<file path="config.mk">
export PLATFORM = sky130hd
export DESIGN_NAME = uart_tx_ctrl
export DESIGN_NICKNAME = d
export VERILOG_FILES = /design/src/rtl/uart_tx_ctrl.sv
export SDC_FILE = /design/constraint.sdc
export NUM_CORES = 1
export LEC_CHECK = 0
export BUFFER_PORTS_ARGS = -buffer_cell sky130_fd_sc_hd__buf_4
export CELL_PAD_IN_SITES_DETAIL_PLACEMENT = 2
export CELL_PAD_IN_SITES_GLOBAL_PLACEMENT = 2
export CORE_UTILIZATION = 20
export DETAILED_ROUTE_END_ITERATION = 8
export PLACE_DENSITY = 0.72
export SYNTH_ARGS = -nofsm -noshare
export SYNTH_HDL_FRONTEND = slang
export SYNTH_SLANG_ARGS = --single-unit
</file>
<file path="constraint.sdc">
create_clock -name CLK -period 1.13 [get_ports CLK]
set_input_delay 0.226 -clock CLK [delete_from_list [all_inputs] [get_ports CLK]]
set_output_delay 0.226 -clock CLK [all_outputs]
set_load 0.01 [all_outputs]
</file>
<file path="src/rtl/uart_tx_ctrl.sv">
// UART transmit control: frames a byte as start, LSB-first data, optional parity and stop.
// It drives the external serializer's shift enable and registers the serial line.
module uart_tx_ctrl #(
    parameter int unsigned DATA_WIDTH = 8
) (
    input  logic                  CLK,
    input  logic                  RST,
    input  logic [DATA_WIDTH-1:0] P_DATA,
    input  logic                  Data_Valid,
    input  logic                  PAR_EN,
    input  logic                  PAR_TYP,
    input  logic                  ser_done,
    input  logic                  ser_data,
    output logic                  ser_en,
    output logic                  busy,
    output logic                  TX_OUT
);

    typedef enum logic [2:0] {
        IDLE,
        START,
        DATA,
        PARITY,
        STOP
    } state_e;

    state_e state_q, state_d;
    logic   tx_q, tx_d;
    logic   par_bit_q, par_bit_d;
    logic   par_en_q, par_en_d;

    always_ff @(posedge CLK) begin
        if (RST) begin
            state_q   <= IDLE;
            tx_q      <= 1'b1;
            par_bit_q <= 1'b0;
            par_en_q  <= 1'b0;
        end else begin
            state_q   <= state_d;
            tx_q      <= tx_d;
            par_bit_q <= par_bit_d;
            par_en_q  <= par_en_d;
        end
    end

    always_comb begin
        state_d   = state_q;
        par_bit_d = par_bit_q;
        par_en_d  = par_en_q;
        tx_d      = 1'b1;

        case (state_q)
            IDLE: begin
                tx_d = 1'b1;
                // Parity comes from P_DATA now; the serializer loads the same byte at this edge.
                if (Data_Valid) begin
                    state_d   = START;
                    par_bit_d = PAR_TYP ? ~(^P_DATA) : (^P_DATA);
                    par_en_d  = PAR_EN;
                end
            end
            START: begin
                tx_d    = 1'b0;
                state_d = DATA;
            end
            DATA: begin
                tx_d = ser_data;
                if (ser_done) begin
                    state_d = par_en_q ? PARITY : STOP;
                end
            end
            PARITY: begin
                tx_d    = par_bit_q;
                state_d = STOP;
            end
            STOP: begin
                tx_d    = 1'b1;
                state_d = IDLE;
            end
            default: begin
                tx_d    = 1'b1;
                state_d = IDLE;
            end
        endcase
    end

    assign busy   = (state_q != IDLE);
    assign ser_en = (state_q == DATA);
    assign TX_OUT = tx_q;

endmodule

</file>
==> results of run 1 <==
## power by group through the flow
stage / logic (W) / registers [W] / clock network, W
5_1_grt: 0.000264 / 0.000244 / 0.000232
4_1_cts: 0.000218 / 0.000241 / 0.000218
3_3_place_gp: 0.000194 / 0.000243 / 0
6_report: 0.000245 / 0.000242 / 0.000212
3_5_place_dp: 0.000200 / 0.000244 / 0
2_1_floorplan: 0.000105 / 0.000246 / 0
## stage by stage
stage,utilization,hold WS [ns],setup slack [ns],total power [W]
finish,0.422,0.214,-0.276,0.000700
global route,0.422,0.216,-0.299,0.000740
CTS,0.384,0.207,-0.275,0.000677
detailed placement,0.344,0.461,-0.150,0.000444
global placement,0.344,0.464,-0.102,0.000437
floorplan,-,0.295,-0.0915,0.000350
## sequential cells by signal, summed over array words and instances (netlist names)
signal,count
par_en_q,1
par_bit_q,1
TX_OUT,1
state_q,3
## placed cells by master (no fill, tap or decap)
cell type | netlist | routed
sky130_fd_sc_hd__buf_6 | 0 | 5
sky130_fd_sc_hd__nor3_1 | 1 | 1
sky130_fd_sc_hd__xnor2_1 | 2 | 2
sky130_fd_sc_hd__nor2_1 | 3 | 1
sky130_fd_sc_hd__nor2_2 | 1 | 1
sky130_fd_sc_hd__clkbuf_4 | 0 | 3
sky130_fd_sc_hd__or3_4 | 0 | 1
sky130_fd_sc_hd__and3_1 | 1 | 1
sky130_fd_sc_hd__dfxtp_1 | 6 | 3
sky130_fd_sc_hd__inv_1 | 2 | 2
sky130_fd_sc_hd__a21oi_2 | 0 | 1
sky130_fd_sc_hd__nor4_1 | 2 | 2
sky130_fd_sc_hd__buf_4 | 0 | 23
sky130_fd_sc_hd__xnor3_1 | 1 | 1
sky130_fd_sc_hd__xor2_1 | 2 | 2
sky130_fd_sc_hd__mux2i_1 | 1 | 1
sky130_fd_sc_hd__or4b_4 | 1 | 1
sky130_fd_sc_hd__o211ai_2 | 1 | 1
sky130_fd_sc_hd__a21oi_1 | 5 | 4
sky130_fd_sc_hd__nand2_2 | 0 | 1
sky130_fd_sc_hd__or3_1 | 2 | 1
sky130_fd_sc_hd__nand2b_4 | 0 | 1
sky130_fd_sc_hd__xnor2_4 | 1 | 1
sky130_fd_sc_hd__nor2_4 | 0 | 2
sky130_fd_sc_hd__nand2_1 | 2 | 1
sky130_fd_sc_hd__dfxtp_2 | 0 | 3
sky130_fd_sc_hd__nand3b_1 | 2 | 2
## metal layers
metal	vias to the layer above	routed length [um]	share of wire	GRT usage
li1	194	-	-	-
met1	192	471	0.38	0.127
met2	14	684	0.55	0.244
met3	0	91	0.073	0.0653
met4	0	0	0	0.0545
met5	-	0	0	0
## cells by family (layout without fill, tap and decap cells)
kind of cell | count (synthesis) | count (layout)
flip-flops | 6 | 6
XOR/XNOR | 6 | 6
AND/OR/NAND/NOR | 16 | 16
buffers and inverters | 2 | 33
multiplexers | 1 | 1
AO/OA/AOI/OAI | 6 | 6
## worst paths after layout
check | start | to
worst max-delay path | state_q[1]$_SDFFE_PP0P_ | busy
worst min-delay path | RST | state_q[1]$_SDFFE_PP0P_
worst max register to register | state_q[2]$_SDFFE_PP0P_ | par_bit_q$_SDFFE_PP0P_
worst min register to register | par_bit_q$_SDFFE_PP0P_ | par_bit_q$_SDFFE_PP0P_
## what timing repair did
action | CTS | global route
pin swaps | 0 | 3
buffers inserted | 2 | 4
endpoints found under the setup margin | 6 | 6
hold endpoints to repair | 0 | 0
gates resized for setup | 7 | 8
## area by class of cell
cell class | instances | area [um2] | area share
flip-flops and latches | 6 | 124 | 0.186
clock buffers | 3 | 22.5 | 0.0338
repair buffers | 28 | 229 | 0.344
well taps | 16 | 20.0 | 0.0301
inverters | 2 | 7.51 | 0.0113
multi-input cells | 29 | 263 | 0.395
==> results.yml, run 1 <==
run_status:
  outcome: "complete, but fails checks"
  violations: "design-rule violations, negative setup slack"
logic_synthesis:
  yosys_most_used_dff: "sky130_fd_sc_hd__dfxtp_1"
  mean_instance_size_in_the_synthesized_netlist_um2: 9.64
  synth_edf_count: 0
  synth_compound_area_frac: 0.105
  synth_top_family_by_area: "simple AND/OR/NAND/NOR gates"
  synth_most_common_cell: "sky130_fd_sc_hd__dfxtp_1"
  syn_area_um2: 357
  synth-async-reset-ratio: 0
  post_synth_xor_xnor_area: 0.239
  netlist_top_cells_area: "sky130_fd_sc_hd__dfxtp_1 (34%), sky130_fd_sc_hd__xnor2_4 (7.7%), sky130_fd_sc_hd__a21oi_1 (7.0%)"
  netlist-cell-type-count: 19
  postSynthNetCount: 52
  synth-simple-area-share: 0.270
  synth_commonest_cells: "sky130_fd_sc_hd__dfxtp_1 (6), sky130_fd_sc_hd__a21oi_1 (5), sky130_fd_sc_hd__nor2_1 (3)"
  yosys_warnings: 0
  post_synth_fa_ha_maj_area_fraction: 0
  ys_seq_elements: 6
  syn-instance-count: 37
  synth_top_cell_area_share: 0.337
  ys_seq_area_frac: 0.337
  synth.area.mux_share: 0.0281
  yosys.area.top_type: "sky130_fd_sc_hd__dfxtp_1"
cts:
  cts_hold_buf: 0
  worstSkewPairLatency_ns: 0.25
  worst_setup_hold_path_clk_slew_ns: 0.05
  number_of_buffers_created_by_cts: 3
  ctsLongestPathBuffers: 2
  clock_tree.root_cell: "sky130_fd_sc_hd__clkbuf_4"
  tritoncts_clock_tree: "done"
  cts.htree.levels: 1
  tritoncts_num_sinks: 6
global_routing:
  overflow_left_after_global_routing: 0
  number_of_global_route_vias_before_repair: 416
  global_route_wire_length_before_repair_um: 1790
  grt_start_max_net_pins: 8
  grt_util_all_layers: 0.134
  number_of_antenna_violations_at_the_first_check_in_global_routing: 0
power:
  cell_internal_pwr_w: 0.000502
  portion_of_total_power_attributed_to_the_clock_network: 0.304
  swShare: 0.283
  power_leakage_nw: 0.306
  power_density_nw_per_um2: 1050
  power.combinational.fraction: 0.350
  switching_power_w: 0.000198
  vdd_ir_drop_max_uv: 470
  share_seq_of_total_power: 0.346
detailed_routing:
  routed_wirelength_um: 1250
  num_vias: 400
  route.antenna.remaining_nets: 0
  drt_drc_violations_left: 2
  drt_first_pass_iters: 5
  wire_per_inst_um: 14.8
  via_per_inst: 4.76
  drt_iter0_markers: 2
placement:
  number_of_placed_cells_counting_well_taps: 75
  port-buffer-count: 17
  placedInstanceArea_um2: 543
  dp_hpwl_um: 805
  gp_congestion: 0.748
cells_and_area:
  finish.net_count: 85
  n_fill_cell: 183
  synthToLayoutAreaGrowth_pct: 86.7
  post_layout_nonfiller_instances: 84
  share_of_cells_above_drive_strength_1: 0.647
  post-route-cell-area_um2: 666
  antenna-diode-count: 0
floorplanning:
  die_height_um: 44.2
  dieWidth_um: 44.2
  ioPinCount: 18
  core.rowCount: 14
  effective_utilization_at_floorplan: 0.226
  fp.dieArea_um2: 1960
  core_area_um2: 1580
timing:
  finalSetupTns_ns: -0.955
  final.setup_skew_ns: 0.00732
  drv_slew: 0
  achievable-frequency_mhz: 711
  finalWorstPathRequiredPeriod_ns: 1.41
  unrepaired_setup_endpoints_after_global_routing: "yes"
  final_hold_viol_count: 0
  finalCritPeriodShare: 1.24
  setup_ws_ns: -0.276
  setup_viol_count_final: 6
  worst-slew-pin-transition_ns: 0.374
  max-slew-margin-rel: 0.750
setup_path:
  cp_slowest_stage_delay_ns: 0.37
  worstPathArrival_ns: 1.18
  critPathCaptureType: "output port"
  worst-endpoint-required_ns: 0.90
  path_cells: "buf_6 -> or3_4 -> buf_6"
  crit_cells: 3
  worstSetupPathType: "reg -> out"
  ff2ff_path_depth: 5
  cp_slowest_cell: "sky130_fd_sc_hd__or3_4"
  cp.buffers_inverters: 2
  crit_path_start_kind: "flip-flop"
  timing.critical_path.max_delay_family: "simple AND/OR/NAND/NOR gates"
  crit_path_max_fanout: 4
  reg2reg_setup_slack_ns: -0.24
  critical-path-top-cell-by-count: "sky130_fd_sc_hd__buf_6"
worst_hold_path:
  timing.hold.worst.class: "in -> reg"
  cell_depth_of_the_worst_hold_path: 2
flow_run:
  drv_cap: 0
Power figures use the tool's default switching activity.
==> inputs of run 2 (changes only) <==
Settings changed: BUFFER_PORTS_ARGS -buffer_cell sky130_fd_sc_hd__buf_4 to -buffer_cell sky130_fd_sc_hd__buf_2, CAP_MARGIN set to 20.
==> run 2 against run 1 <==
The run still ends with design-rule violations, negative setup slack left. First-iteration DRC count rose by 50%. Worst hold slack gained 0.031 ns. Global-route usage up 0.75 points. Non-clock buffer count stayed put. Die area unchanged. Clock-buffer cell count unchanged. Power is 2.4% lower. Cell count stayed put. Combinational power shrank 4%. Critical endpoint unchanged.
==> results.yml, run 2 (synthesized netlist as in run 1, its figures left out) <==
run_status:
  outcome: "complete, but fails checks"
  violations: "design-rule violations, negative setup slack"
timing:
  drv_slew: 0
  final_hold_viol_count: 0
  max-slew-margin-rel: 0.757
  achievable-frequency_mhz: 705
  setup_ws_ns: -0.289
  timing.hold.ws_ns: 0.245
  final.setup_skew_ns: 0.00639
  finalWorstPathRequiredPeriod_ns: 1.42
  finalCritPeriodShare: 1.26
  unrepaired_setup_endpoints_after_global_routing: "yes"
  worst-slew-pin-transition_ns: 0.363
  setup_viol_count_final: 6
setup_path:
  reg2reg_setup_slack_ns: -0.25
  setup.worst_path.end: "busy"
  crit_path_max_fanout: 2
  worst-endpoint-required_ns: 0.90
  worstPathArrival_ns: 1.19
  critical_path_source: "state_q[1]$_SDFFE_PP0P_"
  ff2ff_path_depth: 5
  worstSetupPathType: "reg -> out"
  reg2reg_to: "par_bit_q$_SDFFE_PP0P_"
  crit_path_start_kind: "flip-flop"
  critPathCaptureType: "output port"
  r2r_start: "state_q[0]$_SDFFE_PP0P_"
cts:
  cts.htree.levels: 1
  cts_hold_buf: 0
  worst_setup_hold_path_clk_slew_ns: 0.04
  tritoncts_clock_tree: "done"
  clock_tree.root_cell: "sky130_fd_sc_hd__clkbuf_4"
  number_of_buffers_created_by_cts: 3
  worstSkewPairLatency_ns: 0.25
  ctsLongestPathBuffers: 2
  tritoncts_num_sinks: 6
cells_and_area:
  share_of_cells_above_drive_strength_1: 0.647
  n_fill_cell: 183
  layout.cells.most_common_list: "sky130_fd_sc_hd__buf_2 (17), sky130_fd_sc_hd__buf_6 (7), sky130_fd_sc_hd__dfxtp_1 (4), sky130_fd_sc_hd__buf_4 (4)"
  finish.net_count: 85
  antenna-diode-count: 0
  post-route-util: 0.404
  most_common_library_cell_in_the_layout_ignoring_fill_and_taps: "sky130_fd_sc_hd__buf_2"
  multiInputGateArea_um2: 270
  largest_register_ff_count: 3
  max_flop_register: "state_q"
  post_layout_nonfiller_instances: 84
  synthToLayoutAreaGrowth_pct: 78.6
  register_area_um2: 123
placement:
  port-buffer-count: 17
  gp_congestion: 0.711
  number_of_placed_cells_counting_well_taps: 76
  dp_hpwl_um: 858
detailed_routing:
  routedLengthMet1_um: 476
  top_signal_layer_used: "met4"
  num_vias: 412
  routed_wirelength_um: 1150
  drt_drc_violations_left: 1
  wire_per_inst_um: 13.7
  routed_length_on_met3_um: 73
  drt_first_pass_iters: 8
  routed-wl-met2_um: 570
  route.antenna.remaining_nets: 0
  drt_iter0_markers: 3
  via_per_inst: 4.90
global_routing:
  grt_util_all_layers: 0.142
  number_of_global_route_vias_before_repair: 446
  grt_start_max_net_pins: 8
  global_route_wire_length_before_repair_um: 1870
  overflow_left_after_global_routing: 0
  number_of_antenna_violations_at_the_first_check_in_global_routing: 0
power:
  power_density_nw_per_um2: 1070
  swShare: 0.285
  power_leakage_nw: 0.295
  cell_internal_pwr_w: 0.000488
  share_seq_of_total_power: 0.353
  power.combinational.fraction: 0.345
  switching_power_w: 0.000194
  vdd_ir_drop_max_uv: 546
  portion_of_total_power_attributed_to_the_clock_network: 0.302
floorplanning:
  core_area_um2: 1580
  core.rowCount: 14
  fp.dieArea_um2: 1960
  dieWidth_um: 44.2
  ioPinCount: 18
  die_height_um: 44.2
  effective_utilization_at_floorplan: 0.226
worst_hold_path:
  timing.hold.worst.class: "in -> reg"
flow_run:
  drv_cap: 0
[run 2: how the worst min path moves through the flow]
stage	cells after the start	slack, ns	to	start
2_1_floorplan	1	0.30	state_q[1]$_SDFFE_PP0P_	RST
3_3_place_gp	3	0.48	par_en_q$_SDFFE_PP0P_	PAR_EN
3_5_place_dp	3	0.48	par_en_q$_SDFFE_PP0P_	PAR_EN
4_1_cts	3	0.22	par_en_q$_SDFFE_PP0P_	PAR_EN
5_1_grt	3	0.25	par_en_q$_SDFFE_PP0P_	PAR_EN
6_report	3	0.25	par_en_q$_SDFFE_PP0P_	PAR_EN
[run 2: power groups by stage]
stage / combinational [W] / clock, W / sequential (W)
after floorplan: 0.000105 / 0 / 0.000246
after global placement: 0.000178 / 0 / 0.000243
after detailed placement: 0.000186 / 0 / 0.000244
after CTS: 0.000218 / 0.000219 / 0.000241
after global routing: 0.000255 / 0.000236 / 0.000242
final: 0.000236 / 0.000206 / 0.000241
[run 2: worst max-delay path, cell delays in order, from the launching register on]
cell                      delay (ns)
sky130_fd_sc_hd__dfxtp_2        0.32
sky130_fd_sc_hd__buf_6          0.11
sky130_fd_sc_hd__or3_1          0.37
sky130_fd_sc_hd__buf_2          0.15
[run 2: area by class of cell]
class                      count  share of cell area
multi-input combinational     29               0.424
inverter                       2              0.0118
clock buffer                   3              0.0354
sequential                     6               0.193
timing repair buffer          28               0.305
tap                           16              0.0314
[run 2: layer usage]
layer  track usage  vias up
li1              -      193
met1         0.137      201
met2         0.241       14
met3        0.0653        4
met4        0.0909        0
met5             0        -
[run 2: metrics by stage]
stage	cell area (um2)	TNS, ns	power, W	setup slack, ns
floorplan	358	-0.134	0.000350	-0.0915
global placement	508	-0.244	0.000421	-0.0911
detailed placement	508	-0.365	0.000430	-0.153
CTS	598	-1.29	0.000677	-0.302
global route	637	-1.67	0.000733	-0.339
finish	637	-1.32	0.000683	-0.289
[run 2: what timing repair did]
action                     4_1_cts  5_1_grt
pin swaps                        2        6
setup buffers                    4        1
gates cloned                     0        0
resized for setup                9        8
setup endpoints to repair        6        8
